--- config.mk ---
export PLATFORM = sky130hd
export DESIGN_NAME = click_event_decoder
export DESIGN_NICKNAME = d
export VERILOG_FILES = /design/src/rtl/calc_pkg.sv /design/src/rtl/btn_debouncer.sv /design/src/rtl/click_event_decoder.sv
export SDC_FILE = /design/constraint.sdc
export NUM_CORES = 1
export LEC_CHECK = 0
export BUFFER_PORTS_ARGS = -buffer_cell sky130_fd_sc_hd__buf_2
export CAP_MARGIN = 40
export CORE_MARGIN = 1
export CORE_UTILIZATION = 36
export DETAILED_ROUTE_END_ITERATION = 6
export HOLD_SLACK_MARGIN = 0.03
export PLACE_DENSITY_LB_ADDON = 0.25
export SLEW_MARGIN = 15
export SYNTH_ARGS = -nofsm -noshare
export SYNTH_HDL_FRONTEND = slang
export SYNTH_SLANG_ARGS = --single-unit
export TNS_END_PERCENT = 100
--- constraint.sdc ---
create_clock -name clk -period 1.6 [get_ports clk]
set_clock_uncertainty 0.1 [all_clocks]
set_input_delay 0 -clock clk [delete_from_list [all_inputs] [get_ports clk]]
set_output_delay 0 -clock clk [all_outputs]
set_load 0.02 [all_outputs]
--- src/rtl/calc_pkg.sv ---
// calc_pkg: shared definitions for the calculator front end.
//   - db_state_t : button debouncer FSM states
//   - KEY_*      : operator / clear key codes
//   - KEYMAP     : 4x4 keypad layout, row-major from the top-left cell.
//                  The same table drives clickedSquare and the VGA painter.
package calc_pkg;

  typedef enum logic [1:0] {
    IDLE     = 2'd0,
    PRESS_DB = 2'd1,
    HELD     = 2'd2,
    REL_DB   = 2'd3
  } db_state_t;

  localparam logic [3:0] KEY_ADD = 4'hA;
  localparam logic [3:0] KEY_SUB = 4'hB;
  localparam logic [3:0] KEY_MUL = 4'hC;
  localparam logic [3:0] KEY_DIV = 4'hD;
  localparam logic [3:0] KEY_EQ  = 4'hE;
  localparam logic [3:0] KEY_CLR = 4'hF;

  // Index is {row, col}; element 0 is the top-left cell.
  localparam logic [0:15][3:0] KEYMAP = '{
    4'h7,    4'h8, 4'h9,   KEY_DIV,
    4'h4,    4'h5, 4'h6,   KEY_MUL,
    4'h1,    4'h2, 4'h3,   KEY_SUB,
    KEY_CLR, 4'h0, KEY_EQ, KEY_ADD
  };

  function automatic logic [3:0] keymap_lookup(input logic [1:0] row,
                                               input logic [1:0] col);
    return KEYMAP[{row, col}];
  endfunction

endpackage

--- src/rtl/btn_debouncer.sv ---
// btn_debouncer: synchronizes and debounces one raw mouse button.
// Ports:
//   clk            - system clock
//   reset          - asynchronous active-low reset
//   btn_raw        - raw button level (asynchronous)
//   press_accepted - one-cycle strobe, high in the cycle in which the FSM
//                    moves PRESS_DB -> HELD (combinational, not registered)
//   state          - current FSM state, exposed for debug/observation
// Strobe semantics: press_accepted has no ready; the consumer must capture
// whatever it needs in the same clock edge that ends the strobe cycle.
module btn_debouncer
  import calc_pkg::*;
#(
  parameter int DEBOUNCE_CYCLES = 250000
) (
  input  logic      clk,
  input  logic      reset,
  input  logic      btn_raw,
  output logic      press_accepted,
  output db_state_t state
);

  localparam int CW = $clog2(DEBOUNCE_CYCLES) + 1;
  localparam logic [CW-1:0] CNT_LAST = CW'(DEBOUNCE_CYCLES - 1);

  logic            sync_q1, sync_q2;
  logic            sync;
  db_state_t       state_q, state_d;
  logic [CW-1:0]   cnt_q, cnt_d;
  logic [CW-1:0]   cnt_inc;

  assign sync  = sync_q2;
  assign state = state_q;

  // Counter stops at CNT_LAST rather than wrapping.
  assign cnt_inc = (cnt_q == CNT_LAST) ? cnt_q : cnt_q + 1'b1;

  always_ff @(posedge clk or negedge reset) begin
    if (!reset) begin
      sync_q1 <= 1'b0;
      sync_q2 <= 1'b0;
    end else begin
      sync_q1 <= btn_raw;
      sync_q2 <= sync_q1;
    end
  end

  // Reset lands in REL_DB so a button held through reset must be released
  // and debounced before any new press can count.
  always_ff @(posedge clk or negedge reset) begin
    if (!reset) begin
      state_q <= REL_DB;
      cnt_q   <= '0;
    end else begin
      state_q <= state_d;
      cnt_q   <= cnt_d;
    end
  end

  always_comb begin
    state_d        = state_q;
    cnt_d          = cnt_q;
    press_accepted = 1'b0;
    case (state_q)
      IDLE: begin
        if (sync) begin
          state_d = PRESS_DB;
          cnt_d   = '0;
        end
      end
      PRESS_DB: begin
        if (!sync) begin
          state_d = IDLE;
        end else if (cnt_q == CNT_LAST) begin
          state_d        = HELD;
          press_accepted = 1'b1;
        end else begin
          cnt_d = cnt_inc;
        end
      end
      HELD: begin
        if (!sync) begin
          state_d = REL_DB;
          cnt_d   = '0;
        end
      end
      REL_DB: begin
        if (sync) begin
          state_d = HELD;
        end else if (cnt_q == CNT_LAST) begin
          state_d = IDLE;
        end else begin
          cnt_d = cnt_inc;
        end
      end
      default: begin
        state_d = REL_DB;
        cnt_d   = '0;
      end
    endcase
  end

endmodule

--- src/rtl/click_event_decoder.sv ---
// click_event_decoder: turns debounced left-button clicks on the on-screen
// 4x4 keypad into key events.
// Ports:
//   clk       - system clock (CLK25 domain)
//   reset     - asynchronous active-low reset
//   btn[2:0]  - raw mouse buttons; only btn[0] (left) is used
//   xm, ym    - pointer position in pixels
//   key_code  - code of the last accepted key, held until the next event
//   new_digit - one-cycle pulse, key_code is 0-9
//   new_op    - one-cycle pulse, key_code is A-E
//   clear     - one-cycle pulse, key_code is F
// The pointer is sampled on the accepting edge, registered into a hit stage,
// and the outputs are registered one edge later.
module click_event_decoder
  import calc_pkg::*;
#(
  parameter int DEBOUNCE_CYCLES = 250000,
  parameter int GRID_X0         = 160,
  parameter int GRID_Y0         = 80,
  parameter int CELL_W          = 80,
  parameter int CELL_H          = 80
) (
  input  logic       clk,
  input  logic       reset,
  input  logic [2:0] btn,
  input  logic [9:0] xm,
  input  logic [8:0] ym,
  output logic [3:0] key_code,
  output logic       new_digit,
  output logic       new_op,
  output logic       clear
);

  localparam logic [31:0] X0 = 32'(GRID_X0);
  localparam logic [31:0] X1 = 32'(GRID_X0 + CELL_W);
  localparam logic [31:0] X2 = 32'(GRID_X0 + 2 * CELL_W);
  localparam logic [31:0] X3 = 32'(GRID_X0 + 3 * CELL_W);
  localparam logic [31:0] X4 = 32'(GRID_X0 + 4 * CELL_W);
  localparam logic [31:0] Y0 = 32'(GRID_Y0);
  localparam logic [31:0] Y1 = 32'(GRID_Y0 + CELL_H);
  localparam logic [31:0] Y2 = 32'(GRID_Y0 + 2 * CELL_H);
  localparam logic [31:0] Y3 = 32'(GRID_Y0 + 3 * CELL_H);
  localparam logic [31:0] Y4 = 32'(GRID_Y0 + 4 * CELL_H);

  logic        accept;
  db_state_t   dbg_state_unused;
  logic        unused_btn;
  logic [31:0] x_ext, y_ext;
  logic [1:0]  col, row;
  logic        in_grid;
  logic [3:0]  hit_code;
  logic        hit_vld_q;
  logic [3:0]  hit_code_q;

  // Right and middle buttons are intentionally not decoded.
  assign unused_btn = ^btn[2:1];

  btn_debouncer #(
    .DEBOUNCE_CYCLES(DEBOUNCE_CYCLES)
  ) u_debouncer (
    .clk           (clk),
    .reset         (reset),
    .btn_raw       (btn[0]),
    .press_accepted(accept),
    .state         (dbg_state_unused)
  );

  assign x_ext = 32'(xm);
  assign y_ext = 32'(ym);

  // Cell index from a comparator ladder; the result is only meaningful
  // when in_grid is set.
  always_comb begin
    col = 2'd3;
    if (x_ext < X1)      col = 2'd0;
    else if (x_ext < X2) col = 2'd1;
    else if (x_ext < X3) col = 2'd2;

    row = 2'd3;
    if (y_ext < Y1)      row = 2'd0;
    else if (y_ext < Y2) row = 2'd1;
    else if (y_ext < Y3) row = 2'd2;

    in_grid  = (x_ext >= X0) && (x_ext < X4) && (y_ext >= Y0) && (y_ext < Y4);
    hit_code = keymap_lookup(row, col);
  end

  always_ff @(posedge clk or negedge reset) begin
    if (!reset) begin
      hit_vld_q  <= 1'b0;
      hit_code_q <= 4'h0;
    end else begin
      hit_vld_q <= accept && in_grid;
      if (accept) hit_code_q <= hit_code;
    end
  end

  // Misses never reach here, so key_code keeps the previous key.
  always_ff @(posedge clk or negedge reset) begin
    if (!reset) begin
      key_code  <= 4'h0;
      new_digit <= 1'b0;
      new_op    <= 1'b0;
      clear     <= 1'b0;
    end else begin
      new_digit <= 1'b0;
      new_op    <= 1'b0;
      clear     <= 1'b0;
      if (hit_vld_q) begin
        key_code  <= hit_code_q;
        new_digit <= (hit_code_q <= 4'h9);
        new_op    <= (hit_code_q >= KEY_ADD) && (hit_code_q <= KEY_EQ);
        clear     <= (hit_code_q == KEY_CLR);
      end
    end
  end

endmodule

==> impl_summary.txt <==
----------------------------------------------------
[Run]
  Max-capacitance violation count ... 0

[Die]
  Rows ... 27
  IO Count ... 31
  Area of the die ... 6060 um2
  Effective utilization at floorplan ... about 37%
  Die width ... 77.8 um
  Height of the die ... between 70 and 80 um
  Core Footprint ... 5540 um2

[Power]
  Peak supply drop ... 366 uV
  Power per standard cell area ... 682 nW/um2
  Leakage ... around 1.3 nW

[Layout]
  Net count of the finished layout ... 301
  Most common library cell in the layout ignoring fill and taps ... sky130_fd_sc_hd__buf_4
  Final cell count without fillers ... 343
  Growth of design area from synthesis to finish ... 43.4%
  Count of fill cells added during filler insertion ... 494
  Share of cells above drive strength 1 ... 48.7%
  Area of all placed cells without fillers ... 2970 um2
  FF/Latch Area ... 878 um2
  Commonest non-fill, non-tap cells in the layout ... sky130_fd_sc_hd__buf_4 (41), sky130_fd_sc_hd__dfrtp_1 (33), sky130_fd_sc_hd__buf_2 (20)
  Antenna cell count ... 0
  Area of combinational cells with multiple inputs ... approximately 1300 um2

[Route]
  Number of detailed-route iterations in the first pass ... 4
  Total wire length ... 4.77 mm
  Via total after detailed routing ... 1,735
  Post-detailed-route wirelength per cell ... 13.9 um
  ANT nets after route ... 0
  Initial detailed-routing violation count ... 73
  # DRC ... 0
  DR vias/cell ... approximately 5.1

[Placement]
  Worst Setup Slack post-DPL ... -236 ps
  Placed cell count ... approximately 330
  Cell area reported after detailed placement ... 2590 um2
  RePlAce Congestion ... 0.771
  DPL Wire Length ... 3.34 mm
  Port bufs ... 20

[Worst setup path]
  Setup crit start kind ... register
  Maximum fanout encountered on the critical timing path ... 6
  Class of the most critical setup path ... register to register
  Data arrival, critical path ... ~1900 ps
  Required time at the worst-slack endpoint ... 1690 ps
  Element type at the critical path end ... register

[GRT]
  M3 GR Usage ... 3.18%
  Most congested layer reported by global routing ... met2
  Initial antenna violation count ... 0
  Global-route track usage on met1 ... 22.4%
  Pin count of the biggest net entering global routing ... 36
  Met2 demand-to-capacity share in global routing ... 25.8%
  Vias in the first global route ... 1,668
  Remaining Overflow, GRT ... 0
  Wire length of the first global-routing pass ... 7.91 mm
  Overall track demand over capacity in global routing ... 16.8%

[Timing]
  Final setup fails ... 25
  Final Critical Period ... ~1800 ps
  Final hold viol count ... 0
  Fraction of the cycle the final worst path needs ... 111%
  Highest attainable clock frequency ... 562 MHz
  Minimum setup slack in the final design ... -180 ps
  Slew @ Worst Pin ... 475 ps
  Setup repair after global routing missed its margin ... true
  Worst slew margin relative to its limit ... 68.0%
  Number of max-slew violations in the final report ... 0

[Synth]
  Number of enable-type register cells in the synthesized netlist ... 0
  Yosys Warn Count ... 0
  Cells after Synth ... 196
  Fraction of registers with async set or reset after synthesis ... 100%
  Fraction of the yosys area taken by sequential cells ... between 40% and 50%
  Number of library cell types mapped by synthesis ... 55
  Proportion of netlist area held by the largest area contributor ... 39.9%
  Post-Syn Nets ... 227
  Post-synthesis instance area ... 2070 um2
  #FFs+latches synth ... 35
  Avg Inst Size Synth ... 10.6 um2
  Most area-consuming cells after synthesis ... sky130_fd_sc_hd__dfrtp_1 (40%), sky130_fd_sc_hd__ha_1 (4.2%), sky130_fd_sc_hd__xnor2_1 (3.4%)
  Flip-flop cell with the highest count after synthesis ... sky130_fd_sc_hd__dfrtp_1
  Library cell occupying the most area in the post-synthesis netlist ... sky130_fd_sc_hd__dfrtp_1

[Status]
  Run status ... finished, violations left
  Violations in the final reports ... setup timing

[Hold path]
  Hold Crit Class ... primary input to register

[Clock tree]
  TritonCTS clock tree ... built
  Root buffer selected by CTS ... sky130_fd_sc_hd__clkbuf_8
  Maximum root-to-sink buffer count ... 2
  Clock sink count ... 35
  Clock insertion delay at the later pin of the skew report ... 290 ps
  Number of H-tree levels ... 2
  CTS Buf Count ... 5
  Clock-pin transition on the worst setup and hold timing paths ... 70 ps

----------------------------------------------------
-- final timing paths --
kind,cells after the start,end,startpoint,slack [ps]
setup / recovery,6,u_debouncer.cnt_q[15]$_DFFE_PN0P_,register,-180
hold / removal,3,hit_vld_q$_DFF_PN0_,ym[6],30
setup reg to reg,6,u_debouncer.cnt_q[15]$_DFFE_PN0P_,register,-180
hold reg to reg,0,u_debouncer.sync$_DFF_PN0_,u_debouncer.sync_q1$_DFF_PN0_,250
max in group asynchronous,3,asynchronous set/reset pin,reset,1060
min in group asynchronous,3,u_debouncer.cnt_q[2]$_DFFE_PN0P_,reset,90
-- sequential cells by signal, summed over array words and instances (netlist names), named ones only --
name	cells
hit_code_q	4
u_debouncer.sync	1
u_debouncer.sync_q1	1
u_debouncer.state	1
clear	1
key_code	4
new_digit	1
new_op	1
u_debouncer.cnt_q	19
hit_vld_q	1
-- final cells by class --
class                           count  share of cell area, %
Clock buffer                        5                   2.32
Clock inverter                      3                   1.47
Inverter                            5                  0.885
Multi-Input combinational cell    152                   44.9
Sequential cell                    35                   29.6
Tap cell                           72                   3.03
Timing Repair Buffer               71                   17.8
-- where the power goes --
| part | leakage, nW | internal [W] | total, W | switching (W) |
|---|---|---|---|---|
| combinational | 0.824 | 0.000140 | 0.000301 | 0.000161 |
| clock | 0.0581 | 0.000464 | 0.000803 | 0.000339 |
| sequential | 0.451 | 0.000905 | 0.000920 | 0.0000151 |
-- timing repair --
item	in CTS	in global routing
endpoints found under the setup margin	25	26
pin swaps	10	14
setup buffers	5	0
endpoints found under the hold margin	37	0
hold buffers	3	0
cloned	1	0
resized for setup	22	19
-- synthesized netlist by cell type (3+ instances only) --
| library cell | number |
|---|---|
| sky130_fd_sc_hd__mux2_2 | 4 |
| sky130_fd_sc_hd__o21ai_1 | 10 |
| sky130_fd_sc_hd__nor3_1 | 6 |
| sky130_fd_sc_hd__o31ai_1 | 6 |
| sky130_fd_sc_hd__and2_1 | 7 |
| sky130_fd_sc_hd__nand4_1 | 3 |
| sky130_fd_sc_hd__o21ai_0 | 11 |
| sky130_fd_sc_hd__mux2i_1 | 4 |
| sky130_fd_sc_hd__ha_1 | 7 |
| sky130_fd_sc_hd__buf_2 | 3 |
| sky130_fd_sc_hd__xnor2_1 | 8 |
| sky130_fd_sc_hd__nor2_1 | 14 |
| sky130_fd_sc_hd__nand2_1 | 15 |
| sky130_fd_sc_hd__nand3_1 | 5 |
| sky130_fd_sc_hd__dfrtp_1 | 33 |
| sky130_fd_sc_hd__nor2b_1 | 3 |
| sky130_fd_sc_hd__inv_1 | 4 |
| sky130_fd_sc_hd__o21a_1 | 4 |
| sky130_fd_sc_hd__nor4b_1 | 3 |
| sky130_fd_sc_hd__nor4b_2 | 3 |
| sky130_fd_sc_hd__a21oi_1 | 3 |
-- worst max-delay path: stages (launching register included) --
cell and delay [ps]:
sky130_fd_sc_hd__dfstp_2 560, sky130_fd_sc_hd__xor2_2 160, sky130_fd_sc_hd__buf_4 140, sky130_fd_sc_hd__a21bo_4 260
sky130_fd_sc_hd__inv_8 90, sky130_fd_sc_hd__nand2_8 80, sky130_fd_sc_hd__o41ai_4 280
-- cell families after synthesis --
| logic type | after synthesis | synth area share, % |
|---|---|---|
| adder cells (fa/ha/maj) | 7 | 4.23 |
| XOR/XNOR | 9 | 3.81 |
| multiplexers | 10 | 5.20 |
| flip-flops | 35 | 42.4 |
| buffers and inverters | 10 | 2.48 |
| AO/OA/AOI/OAI | 47 | 17.0 |
| AND/OR/NAND/NOR | 78 | 24.8 |
-- through the flow --
stage                     setup TNS [ps]  power (W)  utilization (%)  hold WS, ps
after CTS                          -2420    0.00204             52.1         34.4
after global routing               -4830    0.00211             53.6         42.0
after global placement             -3280    0.00121             46.7         -124
final                              -2780    0.00202             53.6         34.2
after detailed placement           -3660    0.00121             46.7         -122
after floorplan                     -660    0.00108                -         -396
-- metal layers --
metal	wire [um]	vias up
met4	132	0
met2	2200	28
met3	130	9
met1	2310	829
li1	-	869
met5	0	-
No activity file was read; power rests on OpenSTA's default activity.
